[config.mk]
export PLATFORM = sky130hd
export DESIGN_NAME = fare_display_scan
export DESIGN_NICKNAME = d
export VERILOG_FILES = /design/src/rtl/fare_display_scan.sv
export SDC_FILE = /design/constraint.sdc
export NUM_CORES = 1
export LEC_CHECK = 0
export ABC_AREA = 0
export CAP_MARGIN = 0
export CORE_AREA = 10 10 90 108
export CTS_CLUSTER_SIZE = 40
export DETAILED_ROUTE_END_ITERATION = 10
export DIE_AREA = 0 0 100 118
export GPL_TIMING_DRIVEN = 0
export HOLD_SLACK_MARGIN = 0.05
export RECOVER_POWER = 25
export REMOVE_ABC_BUFFERS = 1
export SLEW_MARGIN = 20
export SYNTH_ARGS = -nofsm -noshare
export SYNTH_HDL_FRONTEND = slang
export SYNTH_SLANG_ARGS = --single-unit
[constraint.sdc]
create_clock -name clk -period 4.2 [get_ports clk]
set_clock_uncertainty 0.1 [all_clocks]
set_input_delay 0.84 -clock clk [delete_from_list [all_inputs] [get_ports clk]]
set_output_delay 0.84 -clock clk [all_outputs]
set_load 0.1 [all_outputs]
[src/rtl/fare_display_scan.sv]
// fare_display_scan: scans a 5-digit BCD fare onto a multiplexed common-anode 7-segment display.
// A frame is 5 digit slots of SCAN_DIV clocks each. The fare is snapshotted once per frame, so a frame never mixes two fares.
// Optional LOCK_BLINK_EN: after the trip ends, the display blinks for BLINK_HALVES half-periods.
module fare_display_scan #(
  parameter int SCAN_DIV     = 2500,
  parameter int BLINK_HALF   = 5000,
  parameter int BLINK_HALVES = 6
) (
  input  logic        clk,
  input  logic        rst_n,
  input  logic [1:0]  state,
  input  logic [19:0] price,
  input  logic [19:0] price_locked,
  output logic [4:0]  an,
  output logic [6:0]  seg,
  output logic        dp,
  output logic        err
);

  localparam int            PW       = $clog2(SCAN_DIV);
  localparam logic [PW-1:0] PRE_LAST = PW'(SCAN_DIV - 1);

  logic [PW-1:0] pre_cnt;
  logic          tick;
  logic          idle;
  logic [2:0]    idx;
  logic [2:0]    idx_nxt;
  logic [19:0]   shadow;
  logic [19:0]   shadow_nxt;
  logic [19:0]   src;
  logic [3:0]    nib;
  logic [6:0]    seg_nxt;
  logic [4:0]    an_reg;

  function automatic logic [6:0] seg_code(input logic [3:0] v);
    logic [6:0] s;
    case (v)
      4'd0:    s = 7'b1000000;
      4'd1:    s = 7'b1111001;
      4'd2:    s = 7'b0100100;
      4'd3:    s = 7'b0110000;
      4'd4:    s = 7'b0011001;
      4'd5:    s = 7'b0010010;
      4'd6:    s = 7'b0000010;
      4'd7:    s = 7'b1111000;
      4'd8:    s = 7'b0000000;
      4'd9:    s = 7'b0010000;
      default: s = 7'b0111111;
    endcase
    return s;
  endfunction

  function automatic logic has_non_bcd(input logic [19:0] v);
    logic bad;
    bad = 1'b0;
    for (int i = 0; i < 5; i++) begin
      if (v[4*i +: 4] > 4'd9) bad = 1'b1;
    end
    return bad;
  endfunction

  // 2'b10 is an undefined code and is shown as if the taxi were idle
  assign idle = (state == 2'b00) || (state == 2'b10);
  assign src  = idle ? price_locked : price;
  assign tick = (pre_cnt == PRE_LAST);

  // Prescaler: one tick per digit slot
  always_ff @(posedge clk or negedge rst_n) begin
    if (!rst_n)    pre_cnt <= '0;
    else if (tick) pre_cnt <= '0;
    else           pre_cnt <= pre_cnt + 1'b1;
  end

  // Next slot, next snapshot and the segment pattern that slot will show
  always_comb begin
    idx_nxt    = (idx == 3'd4) ? 3'd0 : idx + 3'd1;
    shadow_nxt = (idx == 3'd4) ? src : shadow;
    case (idx_nxt)
      3'd0:    nib = shadow_nxt[3:0];
      3'd1:    nib = shadow_nxt[7:4];
      3'd2:    nib = shadow_nxt[11:8];
      3'd3:    nib = shadow_nxt[15:12];
      default: nib = shadow_nxt[19:16];
    endcase
    seg_nxt = seg_code(nib);
    // only the tens digit is blanked; the units digit always shows
    if (idx_nxt == 3'd4 && nib == 4'd0) seg_nxt = 7'h7F;
  end

  // Scan state and registered display outputs, all advancing together on tick
  always_ff @(posedge clk or negedge rst_n) begin
    if (!rst_n) begin
      idx    <= 3'd4;
      shadow <= '0;
      an_reg <= 5'b11111;
      seg    <= 7'h7F;
      dp     <= 1'b1;
      err    <= 1'b0;
    end else if (tick) begin
      idx    <= idx_nxt;
      shadow <= shadow_nxt;
      an_reg <= ~(5'b00001 << idx_nxt);
      seg    <= seg_nxt;
      dp     <= (idx_nxt != 3'd3);
      if (idx == 3'd4) err <= has_non_bcd(src);
    end
  end

`ifdef LOCK_BLINK_EN
  localparam int BW = (BLINK_HALF > 1) ? $clog2(BLINK_HALF) : 1;
  localparam int HW = (BLINK_HALVES > 1) ? $clog2(BLINK_HALVES) : 1;

  logic          prev_idle;
  logic          blink_act;
  logic [BW-1:0] blink_cnt;
  logic [HW-1:0] half_cnt;

  // Blink sequencer: restarts on every MOVE/WAIT -> IDLE edge, aborts when IDLE is left
  always_ff @(posedge clk or negedge rst_n) begin
    if (!rst_n) begin
      prev_idle <= 1'b1;
      blink_act <= 1'b0;
      blink_cnt <= '0;
      half_cnt  <= '0;
    end else begin
      prev_idle <= idle;
      if (idle && !prev_idle) begin
        blink_act <= 1'b1;
        blink_cnt <= '0;
        half_cnt  <= '0;
      end else if (!idle) begin
        blink_act <= 1'b0;
      end else if (blink_act) begin
        if (blink_cnt == BW'(BLINK_HALF - 1)) begin
          blink_cnt <= '0;
          if (half_cnt == HW'(BLINK_HALVES - 1)) blink_act <= 1'b0;
          else                                   half_cnt  <= half_cnt + 1'b1;
        end else begin
          blink_cnt <= blink_cnt + 1'b1;
        end
      end
    end
  end

  // odd halves switch all anodes off; segments keep scanning underneath
  assign an = an_reg | {5{blink_act & half_cnt[0]}};
`else
  assign an = an_reg;
`endif

endmodule

### Word level (Yosys, flattened, before mapping)

Memories as Yosys holds them, arrays and structs flattened.
Cells that the tools add are included.

* output and inout port bits: 14
* register bits: 49
* bits in read-only memories: 112
* input bits: 44
* memories kept: 1
* word-level logic and storage cells: 42

Memory list
* (no name shown): words 16, width 7, rd ports 1, clocked after memory_dff 0, write ports 0, RTL line 37 `case (v)`

* mux-type cells: 11
* order comparisons: 5
* bitwise logic cells: 1
* reductions and logical operators: 6
* shift operators: 1
* add/sub/neg operators: 2
* eq/ne operators: 8

Operators with widths (count)
* $mux W20: 2
* $gt A4 B4 Y1 const B: 5
* $pmux W4 S4: 1
* $add A12 B1 Y12 const B: 1
* $eq A12 B12 Y1 const B: 1
* $mux W12: 1
* $mux W7: 1
* $eq A3 B2 Y1 const B: 2
* $eq A3 B3 Y1 const B: 2
* $mux W1: 5
* $not A5 Y5: 1
* $shl A1 B3 Y5 const A: 1
* $logic_not A4 Y1: 1
* $add A3 B1 Y3 const B: 1
* $eq A3 B1 Y1 const B: 1
* $logic_not A3 Y1: 1
* $mux W3: 1
* $ne A3 B2 Y1 const B: 1
* $eq A2 B2 Y1 const B: 1
* $logic_not A2 Y1: 1
* $reduce_and A2 Y1: 1
* $logic_and A1 B1 Y1: 1
* $logic_or A1 B1 Y1: 1

### Longest topological paths before layout

Gate-level depths: netlist of run 1.

* word-level depth: 9
* mapped depth: 16
* mapped depth without buffers: 13

### Worst setup path after synthesis of run 1

OpenSTA, ideal clock, no wires.

* kind: input to register
* from: input state[0]
* to: register seg[0]
* setup slack: 0.975 ns
* buffers on the path: 2
* setup time: 0.082 ns
* cell stages on the path: 12
* arrival: 3.043 ns
* cells stage by stage: buf_6 > buf_2 > mux2i_1 > o22ai_1 > o32ai_1 > ha_1 > nand2b_1 > a2111oi_2 > nor2_1 > o211ai_2 > a211oi_1 > nor3_1

* word-level cells in the longest chain between the ends: 8
* elaborated cells on any way between the ends: 10
* classes of those cells: eq/ne (1); mux (4); reduce/logical (4); memory (1)

RTL lines
* from (decl): RTL line 11 `input logic [1:0] state,`
* $eq A2 B2 Y1 or $logic_not A2 Y1 (tied branches): RTL line 63 `assign idle = (state == 2'b00) || (state == 2'b10);`
* $logic_or A1 B1 Y1 *: RTL line 63
* $mux W20 *: RTL line 64 `assign src = idle ? price_locked : price;`
* $mux W20 *: RTL line 77 `shadow_nxt = (idx == 3'd4) ? src : shadow;`
* $pmux W4 S4 *: RTL line 78 `case (idx_nxt)`
* parallel branches: the longest is 2 deep, another holds $mem_v2 Z16 W7
* $mux W7 *: RTL line 87 `if (idx_nxt == 3'd4 && nib == 4'd0) seg_nxt = 7'h7F;`
* to (signal assigned): RTL line 103 `seg <= seg_nxt;`
* to (decl): RTL line 15 `output logic [6:0] seg,`

Mark *: on every way between the ends.
A chain may end at the register's enable or synchronous reset.

### Final worst setup path of run 1

* from: register idx[0]
* to: register seg[3]

* word-level cells in the longest chain between the ends: 7
* elaborated cells on any way between the ends: 14
* classes of those cells: add/sub (1); eq/ne (5); mux (4); reduce/logical (3); memory (1)

RTL lines
* from (decl): RTL line 26 `logic [2:0] idx;`
* from (signal assigned): RTL line 100 `idx <= idx_nxt;`
* parallel branches: the longest is 6 deep, another holds $mem_v2 Z16 W7
* $mux W7 *: RTL line 87

Marks and branches as above.

==> impl_metrics.csv, run 1 <==
group,metric,value,unit
outcome,failed_checks,"capacitance limit, slew limit",
synthesis,synth_sequential_area_ratio,0.4189,
die,top_level_ports,58,
final_layout,fin_nets,402,
global_route,globalRouteOverflowTotal,0,
placed_design,detailedPlace.worstSlack,104.8,ps
critical_path,cp_cell_sequence,"inv_1 > ha_1 > and2_4 > mux2i_1 > o21ai_0 > o32ai_1 > ha_1 > nand2b_1 > a2111oi_2 > nor2_1 > o211ai_2 > a211oi_1 > nor3_1",
die,initial_core_utilization,0.3836,
power_and_ir_drop,share_clk_of_total_power,0.339,
final_layout,post_route_cells_drive_above_1_share,0.1178,
power_and_ir_drop,vdd_ir_drop_max,0.1430,mV
timing,slew-limit-headroom,-0.02555,
synthesis,yosys-mux-area-fraction,0.09600,
power_and_ir_drop,comb_power_share,0.097,
final_layout,flip_flop_count_of_the_largest_register_after_layout,20,
clock_network,cts_tree,"done",
final_layout,num_antenna_cells,0,
synthesis,synth_top_family_by_area,"compound AO/OA/AOI/OAI gates",
timing,post-route-min-period,3765,ps
synthesis,top_cells_by_instance_count_after_synthesis,"dfrtp_1, o21ai_0, nand2_1",
final_layout,multiInputGateArea,0.001562,mm2
clock_network,clock_transition_time_at_the_flip_flop_clock_pins_of_the_worst_setup_and_hold_paths,80,ps
critical_path,maximum_fanout_along_the_worst_path,14,
timing,hold_violations,0,
clock_network,clockRootBuffer,"clkbuf_8",
timing,max_clock_freq,0.2656,GHz
timing,worst-slew-pin-transition,1538,ps
synthesis,yosys.area_share.simple,0.1692,
synthesis,synthFlopType,"dfrtp_1",
power_and_ir_drop,power.switching,0.1774,mW
global_route,grt_usage,0.1150,
route,drt_iter0_markers,62,
critical_path,type_of_the_worst_setup_path,"reg -> reg",
critical_path,setup.worst_path.end_class,"register",
outcome,status,"complete, but fails checks",
synthesis,netlist.area_leader.share,0.3013,
synthesis,synth_unique_cells,59,
critical_path,critical_path_required,4320,ps
synthesis,synth_xor_area_frac,0.02712,
clock_network,cts_hold_repair.buffers,0,
final_layout,num-fill-cells,760,
power_and_ir_drop,cellInternalPower,0.6452,mW
route,detail_route.wirelength,6728,um
synthesis,yosys.area.top_type,"dfrtp_1",
die,fp.dieW,100,um
clock_network,clk_latency,300,ps
global_route,grt_pass1_wl,11420,um
critical_path,cell_type_group_with_the_largest_total_delay_on_the_critical_path,"compound AO/OA/AOI/OAI gates",
synthesis,yosys_warnings,0,
die,floorplan.core_area,0.007576,mm2
critical_path,start_kind,"register",
die,fp-row-count,35,
power_and_ir_drop,share_of_total_power_consumed_by_net_switching,0.2156,
power_and_ir_drop,seq_power_share,0.565,
global_route,grt_antenna_before_repair,0,
critical_path,library_cell_appearing_most_often_on_the_critical_path,"ha_1",
final_layout,area_delta_synth_final,22.86,%
synthesis,synth_adder_area_share,0.04735,
power_and_ir_drop,power.leakage,1.432,nW
synthesis,ys_ff_latch,48,
critical_path,critPathArrivalTime,3880,ps
power_and_ir_drop,finalPower,0.8226,mW
final_layout,largest_reg_by_ff_count,"shadow",
timing,final.period_utilization,0.8964,
timing,final_setup_vio_count,0,
clock_network,postCtsSetupRepairBufs,0,
die,dieHeight,118,um
critical_path,critPathMaxStageDelay,590,ps
timing,maxSlewViolCount,30,
job,drv.max_cap_violation_count,1,
synthesis,synth_enable_flop_cells,0,
timing,final_setup_margin,435.2,ps
critical_path,critical_path_buf_inv_count,1,
placed_design,dp_hpwl,5277,um
final_layout,fin_cells,440,
synthesis,syn-instance-count,299,
final_layout,ff_latch_area,0.001217,mm2
die,dieArea,0.01180,mm2
timing,rsz0062_at_grt,"no",
synthesis,netlist_top_cells_area,"dfrtp_1, dfstp_2, mux2i_1, o21ai_0, ha_1",
global_route,grt_pass1_vias,2352,
clock_network,cts-htree-levels,2,
placed_design,buffer_ports.inserted,56,
synthesis,synth-compound-area-share,0.1967,
worst_hold_path,hold_path_class,"reg -> reg",
clock_network,cts.sink_count,48,
route,dr_total_vias,2291,
clock_network,cts.path.max_buffers,2,
synthesis,proportion_of_synthesized_flip_flops_having_asynchronous_set_or_reset,1.000,
clock_network,post_cts_resized,0,
clock_network,cts_made_buffers,5,
critical_path,critical_path.slowest_cell,"o32ai_1",
placed_design,gp_congestion,0.7850,
route,total_drc_errors_in_the_routed_layout,0,
synthesis,avgSynthCellArea,9.721,um2
route,detail_route.wl_per_cell,15.29,um
route,dr_vias_cell,5.207,
power_and_ir_drop,power_density,230.4,mW/mm2
synthesis,synthMostInstantiatedCell,"dfrtp_1",
synthesis,netlist_area,0.002907,mm2
placed_design,numPlacedInstances,432,
global_route,grt_start_max_net_pins,41,
route,drtPass1Iterations,5,
final_layout,biggest_regs,"shadow (20), pre_cnt (12), seg (7)",
route,ant_nets_after_route,0,
## logic make-up after synthesis
| logic type | count (synthesis) |
|---|---|
| compound gates | 82 |
| flops | 48 |
| buf+inv | 25 |
| simple gates | 97 |
| mux | 27 |
| fa+ha+maj | 11 |
| xor+xnor | 9 |
## routing by layer
metal / GRT usage / vias up / wire [um]
met5: 0 / - / 0
met3: 0.04052 / 9 / 422
li1: - / 1164 / -
met1: 0.1420 / 1064 / 3125
met2: 0.1819 / 54 / 3080
met4: 0.03540 / 0 / 99
## area by class of cell
class,instances,share of cell area
repair buffers,57,0.1549
inverters,9,0.009460
clock buffers,8,0.02523
flip-flops and latches,48,0.3409
well taps,92,0.03224
multi-input cells,226,0.4373
## path summary, 6_finish.rpt
path | startpoint | to | slack (ps) | cells after the start
max | idx[0] | seg[3] | 440 | 13
min | shadow[6] | shadow[6] | 380 | 2
max reg2reg | idx[0] | seg[3] | 440 | 13
min reg2reg | shadow[6] | shadow[6] | 380 | 2
max in group asynchronous | rst_n | shadow[6] | 1440 | 2
min in group asynchronous | rst_n | pre_cnt[9] | 610 | 1
## power by group through the flow
stage,Clock [mW],Combinational [mW],Sequential [mW]
after floorplan,0,0.0205,0.473
after global placement,0,0.0819,0.473
after detailed placement,0,0.0835,0.473
after CTS,0.294,0.0836,0.465
after global routing,0.310,0.0878,0.465
final,0.279,0.0794,0.465
## worst min-delay path, stage by stage, from the launching register on
cell,delay (ps)
dfrtp_1,350
nand2_1,50
o21ai_0,60
## per-stage QoR
| stage | setup TNS (ps) | util | hold slack (ps) | area (um2) |
|---|---|---|---|---|
| after floorplan | 0 | - | 340.9 | 2810 |
| after global routing | 0 | 0.4713 | 408.3 | 3571 |
| after CTS | 0 | 0.4733 | 389.7 | 3586 |
| after detailed placement | 0 | 0.4614 | 369.2 | 3496 |
| after global placement | -4500 | 0.4601 | 360.5 | 3486 |
| final | 0 | 0.4713 | 381.5 | 3571 |
## placed cells by master, fill, tap and decap left out, types with 9 or more instances in the layout
cell type	netlist	layout
dfstp_2	13	13
inv_1	9	9
clkdlybuf4s50_1	0	54
dfrtp_1	35	35
o21ai_0	34	34
a21oi_1	11	11
nand2_1	32	31
mux2i_1	23	23
nor2_1	26	26
ha_1	11	11
Note: power is estimated with default switching activity, not from simulation.
==> run 2: changes to the inputs <==
--- a/config.mk
+++ b/config.mk
@@ -15,6 +15,7 @@
 export HOLD_SLACK_MARGIN = 0.05
 export RECOVER_POWER = 25
 export REMOVE_ABC_BUFFERS = 1
+export SKIP_LAST_GASP = 1
 export SLEW_MARGIN = 20
 export SYNTH_ARGS = -nofsm -noshare
 export SYNTH_HDL_FRONTEND = slang
==> results of run 2 <==
Final layout, timing and power as in run 1 (identical DEF).
